[src/rtl/sipo_rx.sv]
// Serial-in/parallel-out receiver: LSB-first bits are assembled in sreg, and each completed word is copied to Q.
// Q is valid one cycle after the Nth bit. There is no back-pressure on si; a word that completes while Q is still unconsumed is dropped and flagged on ovr.
module sipo_rx #(
  parameter int N = 4
) (
  input  logic                 clk,
  input  logic                 clr,
  input  logic                 si,
  input  logic                 si_valid,
  input  logic                 flush,
  output logic [N-1:0]         Q,
  output logic                 q_valid,
  input  logic                 q_ready,
  output logic                 busy,
  output logic [$clog2(N)-1:0] bit_cnt,
  output logic                 ovr
);

  localparam int CW = $clog2(N);

  logic [N-1:0] sreg;
  logic [N-1:0] next_word;
  logic         shift_en;
  logic         last_bit;
  logic         word_done;
  logic         sreg_lsb_unused;

  // sreg[0] is never read again: it is shifted out when the next bit arrives.
  assign sreg_lsb_unused = sreg[0];

  assign next_word = {si, sreg[N-1:1]};
  assign shift_en  = si_valid & ~flush;
  assign last_bit  = (bit_cnt == CW'(N - 1));
  assign word_done = shift_en & last_bit;
  assign busy      = (bit_cnt != '0);

  always_ff @(posedge clk or posedge clr) begin
    if (clr) begin
      sreg    <= '0;
      bit_cnt <= '0;
      Q       <= '0;
      q_valid <= 1'b0;
      ovr     <= 1'b0;
    end else begin
      if (flush) begin
        sreg    <= '0;
        bit_cnt <= '0;
      end else if (si_valid) begin
        sreg    <= next_word;
        bit_cnt <= last_bit ? '0 : bit_cnt + CW'(1);
      end

      // A completing word may replace Q in the same cycle that Q is consumed.
      if (word_done && (!q_valid || q_ready)) begin
        Q       <= next_word;
        q_valid <= 1'b1;
      end else if (q_valid && q_ready) begin
        q_valid <= 1'b0;
      end

      if (flush)
        ovr <= 1'b0;
      else if (word_done && q_valid && !q_ready)
        ovr <= 1'b1;
    end
  end

endmodule

[config.mk]
export PLATFORM = sky130hd
export DESIGN_NAME = sipo_rx
export DESIGN_NICKNAME = d
export VERILOG_FILES = /design/src/rtl/sipo_rx.sv
export SDC_FILE = /design/constraint.sdc
export NUM_CORES = 1
export LEC_CHECK = 0
export ABC_AREA = 1
export ABC_CLOCK_PERIOD_IN_PS = 1100
export CAP_MARGIN = 0
export CORE_MARGIN = 5
export CORE_UTILIZATION = 35
export CTS_CLUSTER_DIAMETER = 200
export DETAILED_ROUTE_END_ITERATION = 12
export PLACE_DENSITY = 0.72
export SETUP_SLACK_MARGIN = 0.5
export SYNTH_ARGS = -nofsm -noshare
export SYNTH_HDL_FRONTEND = slang
export SYNTH_SLANG_ARGS = --single-unit
[constraint.sdc]
create_clock -name clk -period 1.1 [get_ports clk]
set_input_delay 0.165 -clock clk [delete_from_list [all_inputs] [get_ports clk]]
set_output_delay 0.165 -clock clk [all_outputs]
set_load 0.01 [all_outputs]
==> impl_metrics.tcl, run 1 <==
set metrics [dict create \
    status "finished, violations left" \
    violations "negative setup slack" \
    critical_path_arrival_ns 1.02 \
    viasPerCell 4.802 \
    grt.overflow.total 0 \
    core_um2 1334 \
    h-tree-depth 1 \
    ys_ff_latch 11 \
    r2r_end "bit_cnt[0]" \
    ys_top_cells_by_area "dfrtp_1, nand2_1, inv_1, ha_1, nand4_1" \
    num_vias 461 \
    p_int_mw 0.6699 \
    power.static_leakage_nw 0.4285 \
    start_util 0.3799 \
    timing.fmax_mhz 844.1 \
    synth-async-reset-ratio 1.000 \
    die_x_um 48.05 \
    drt_first_pass_iters 3 \
    p_switching_mw 0.2542 \
    synth_edf_count 0 \
    yosysMostFrequentCell "nand2_1" \
    layout-drive-gt1-share 0.5432 \
    tightestPinTransition_ns 0.1975 \
    peakVddDrop_mv 0.6648 \
    drtAntennaViolNets 0 \
    dp_worst_setup_slack_ns -0.1708 \
    p_per_area_nw_per_um2 1134 \
    grt_pass1_vias 429 \
    clkTransAtPathRegs_ns 0.07 \
    min_path_type "in -> async" \
    final_max_slew_viol_count 0 \
    synth_commonest_cells "nand2_1, dfrtp_1, inv_1" \
    synth.avg_cell_area_um2 9.745 \
    slew_headroom 0.8683 \
    hold_viol_final 0 \
    port_buffers 14 \
    netlist.top_cell.by_area "dfrtp_1" \
    synth_top_area_share 0.5432 \
    numCtsBuffers 3 \
    timing.final.ws_setup_ns -0.08466 \
    r2r_slack_ns 0.03 \
    wl_per_cell_um 12.35 \
    clkLatencyLatePin_ns 0.27 \
    dpl.hpwl_um 839.7 \
    num_rows 13 \
    ys_types 14 \
    worstPathCellList "inv_2, ha_4, inv_2, buf_6" \
    layout.cells.non_filler 96 \
    setup_viol 3 \
    routed_wl_mm 1.186 \
    area_growth_pct 60.74 \
    drcViolationCount 0 \
    power_frac_clock 0.306 \
    ys_seq_area_frac 0.5432 \
    post-place-cells 86 \
    tritoncts "done" \
    start_kind "register" \
    end_kind "primary output" \
    syn-cell-area_um2 506.7 \
    synthFlopType "dfrtp_1" \
    period_share 1.077 \
    finalHoldWorstSlack_ns 0.1704 \
    p_seq_frac 0.476 \
    cts.sinks 11 \
    max_stage_delay_ns 0.41 \
    nets 90 \
    grt_pass1_wl_mm 1.814 \
    die-area_um2 2309 \
    antenna_found_initial 0 \
    drv_cap 0 \
    gp_congestion 0.7155 \
    comb_power_share 0.219 \
    n_antenna_cell 0 \
    p_sw_frac 0.2751 \
    critical_path_class "reg -> out" \
    skew_ns 0.001562 \
    r2r_start "bit_cnt[0]" \
    worst-path-max-fanout 2 \
    postLayoutCoreUtil 0.6107 \
    dieHeight_um 48.05 \
    finalCriticalPeriod_ns 1.185 \
    cts_buffer_depth 2 \
    drt_iter0_markers 2 \
    grt_usage 0.1205 \
    rr_worst_depth 4 \
    yosysWarnings 0 \
    crit_slowest_cell "dfrtp_2" \
    cpMostUsedCell "inv_2" \
    rsz0062_at_grt "true" \
    netlist_instances 52 \
    required_ns 0.94 \
    root_buffer "clkbuf_4" \
    syn_nets 60 \
    grt_max_degree 12 \
    pin_count 15 \
    final.setup.tns_ns -0.1120 \
]
## power by group through the flow
stage	Sequential, mW	Clock [mW]	Combinational, mW
finish	0.439	0.283	0.202
global route	0.442	0.312	0.224
CTS	0.439	0.296	0.183
detailed placement	0.447	0	0.178
global placement	0.445	0	0.173
floorplan	0.459	0	0.0671
## cell usage in the layout, fill, tap and decap left out
master           Yosys  final
nand2_1             15     12
dfrtp_1             11      9
buf_4                0      9
inv_2                1      6
buf_6                0      5
buf_2                0      5
nand4_1              4      4
o21ai_1              0      3
clkbuf_4             0      3
clkdlybuf4s50_1      0      3
inv_1                8      2
nand2_2              1      2
nand2_4              0      2
o21ai_2              1      2
ha_4                 0      2
dfrtp_2              0      2
inv_4                0      1
nor2_8               1      1
nand3_4              1      1
nand3_1              1      1
o22ai_2              0      1
nand3b_1             1      1
clkbuf_1             0      1
nor2_4               0      1
clkbuf_2             0      1
clkdlybuf4s15_1      0      1
## worst max path at each step
stage	start	end	depth (start not counted)
2_1_floorplan	bit_cnt[0]	bit_cnt[1]	4
3_3_place_gp	bit_cnt[0]	busy	4
3_5_place_dp	bit_cnt[0]	busy	4
4_1_cts	bit_cnt[0]	busy	4
5_1_grt	bit_cnt[1]	busy	4
6_report	bit_cnt[1]	busy	4
## cell families after synthesis
| family | share of synthesized area |
|---|---|
| AO/OA/AOI/OAI | 0.06915 |
| adder cells (fa/ha/maj) | 0.04937 |
| buffers and inverters | 0.06666 |
| flip-flops | 0.5432 |
| AND/OR/NAND/NOR | 0.2716 |
## worst max-delay path, delay by kind of cell, from the launching register on
family	cells	cell delay, ns
adders and majority gates	1	0.13
DFF	1	0.41
buffers and inverters	3	0.21
## layout make-up
type / instances / area, µm²
tap: 15 / 18.77
clock buffer: 4 / 26.28
inverter: 9 / 36.28
fill: 119 / 519.2
sequential: 11 / 277.8
timing repair buffer: 24 / 193.9
multi-input combinational: 33 / 261.5
## registers in the layout, indices dropped and copies added (netlist names)
register,count
q_valid,1
Q,4
sreg,3
ovr,1
bit_cnt,2
## per-stage QoR
step,power (mW),instance area [µm²]
3_5_place_dp,0.6247,733.2
6_report,0.9240,814.5
3_3_place_gp,0.6186,733.2
5_1_grt,0.9775,814.5
2_1_floorplan,0.5256,536.8
4_1_cts,0.9181,760.7
## per-layer routing
metal / GRT usage / vias up / routed length, µm
met3: 0.02632 / 4 / 69
met5: 0 / - / 0
met1: 0.1273 / 214 / 467
met4: 0.09677 / 0 / 38
li1: - / 230 / -
met2: 0.2032 / 13 / 610
## what timing repair did
action	CTS	global route
cloned	0	1
hold buffers	0	0
setup endpoints to repair	20	20
pin swaps	6	4
buffers inserted	2	3
gates resized for setup	49	8
(Power assumes the default switching activity.)
==> run 2: changes to the inputs <==
Settings changed: SETUP_SLACK_MARGIN 0.5 to 0.2.
==> impl_metrics.tcl, run 2 (synthesis results as in run 1) <==
set metrics [dict create \
    drt_iter0_markers 4 \
    die_x_um 48.05 \
    num_rows 13 \
    p_sw_frac 0.2651 \
    final_cell_mix "dfrtp_1, nand2_1, buf_4, nand2_2" \
    power.static_leakage_nw 0.3991 \
    gp_congestion 0.7250 \
    max_stage_delay_ns 0.41 \
    pin_count 15 \
    start_util 0.3799 \
    largest_reg_flops 4 \
    drt_first_pass_iters 4 \
    grt_max_degree 12 \
    min_path_type "in -> async" \
    crit_buf_inv 3 \
    setup_viol 2 \
    r2r_start "bit_cnt[1]" \
    antenna_found_initial 0 \
    start_kind "register" \
    worstPathCellList "inv_2, ha_4, inv_2, buf_6" \
    clkTransAtPathRegs_ns 0.07 \
    timing.fmax_mhz 823.2 \
    timing.final.ws_setup_ns -0.1147 \
    critical_path_class "reg -> out" \
    area_growth_pct 53.33 \
    drv_cap 0 \
    wl_per_cell_um 12.84 \
    core_um2 1334 \
    multiInputGateArea_um2 241.5 \
    finalCriticalPeriod_ns 1.215 \
    violations "negative setup slack" \
    reg.largest.list "Q (4), sreg (3), bit_cnt (2)" \
    dieHeight_um 48.05 \
    status "finished, violations left" \
    skew_ns 0.002863 \
    grt_pass1_vias 383 \
    period_share 1.104 \
    grt_pass1_wl_mm 1.697 \
    grt_usage 0.1120 \
    h-tree-depth 1 \
    crit_slowest_cell "dfrtp_2" \
    n_antenna_cell 0 \
    layout-drive-gt1-share 0.5000 \
    required_ns 0.94 \
    clkLatencyLatePin_ns 0.26 \
    rsz0062_at_grt "true" \
    slew_headroom 0.7215 \
    crit_family "flip-flops" \
    final.setup.tns_ns -0.1263 \
    final_max_slew_viol_count 0 \
    critical_path_arrival_ns 1.05 \
    dpl.hpwl_um 799 \
    num_vias 438 \
    numCtsBuffers 3 \
    cpMostUsedCell "inv_2" \
    p_seq_frac 0.484 \
    worst-path-max-fanout 2 \
    peakVddDrop_mv 0.6962 \
    finalHoldWorstSlack_ns 0.1883 \
    comb_power_share 0.216 \
    cts_buffer_depth 2 \
    r2r_slack_ns 0.04 \
    port_buffers 14 \
    grt.overflow.total 0 \
    cts.sinks 11 \
    nets 87 \
    crit_start "bit_cnt[1]" \
    drtAntennaViolNets 0 \
    largest-register "Q" \
    end_kind "primary output" \
    viasPerCell 4.710 \
    tritoncts "done" \
    p_int_mw 0.6689 \
    tightestPinTransition_ns 0.4173 \
    routed_wl_mm 1.194 \
    fill_cells 127 \
    root_buffer "clkbuf_4" \
    p_switching_mw 0.2413 \
    power_frac_clock 0.300 \
    p_per_area_nw_per_um2 1172 \
    register_area_um2 277.8 \
    p_total_mw 0.9103 \
    drcViolationCount 0 \
    hold_viol_final 0 \
    die-area_um2 2309 \
]
[run 2: cell count changes in the layout (fill, tap and decap cells not counted), sizes merged]
cell / change
dlygate4sd2: +1
clkdlybuf4s15: -1
nor2: -1
clkdlybuf4s50: +1
clkbuf: -1
buf: -2
[run 2: metal layers]
metal  vias up  GRT usage  wire, µm
li1        220          -         -
met1       201     0.1290       486
met2        15     0.1873       600
met3         2    0.02632        86
met4         0    0.06452        21
met5         -          0         0
[run 2: area by class of cell]
cell class | count | share of cell area
Sequential cell | 11 | 0.3575
Clock buffer | 4 | 0.03382
Multi-Input combinational cell | 32 | 0.3108
Inverter | 9 | 0.04348
Tap cell | 15 | 0.02415
Timing Repair Buffer | 22 | 0.2303
[run 2: what timing repair did]
| item | in CTS | in global routing |
|---|---|---|
| buffers inserted | 2 | 2 |
| hold buffers | 0 | 0 |
| endpoints found under the setup margin | 19 | 17 |
| pin swaps | 1 | 2 |
| resized for setup | 42 | 9 |
[run 2: final timing paths]
kind                               to  cells past startpoint
max                              busy                      4
min                              Q[3]                      2
max reg2reg                bit_cnt[0]                      4
min reg2reg                      Q[3]                      2
max in group asynchronous  bit_cnt[1]                      2
min in group clk           bit_cnt[1]                      4
[run 2: per-stage QoR]
step	cell area (µm²)	util	instances	worst slack [ns]
final	777.0	0.5826	93	-0.1147
after floorplan	524.3	-	52	0.1513
after detailed placement	713.2	0.5347	85	-0.1988
after global placement	713.2	0.5347	85	-0.1848
after global routing	777.0	0.5826	93	-0.1526
after CTS	733.2	0.5497	91	-0.09311
[run 2: power groups by stage]
stage	combinational (mW)	sequential, mW	clock, mW
after floorplan	0.0585	0.458	0
after global placement	0.162	0.445	0
after detailed placement	0.166	0.446	0
after CTS	0.167	0.438	0.279
after global routing	0.215	0.442	0.298
final	0.197	0.441	0.273
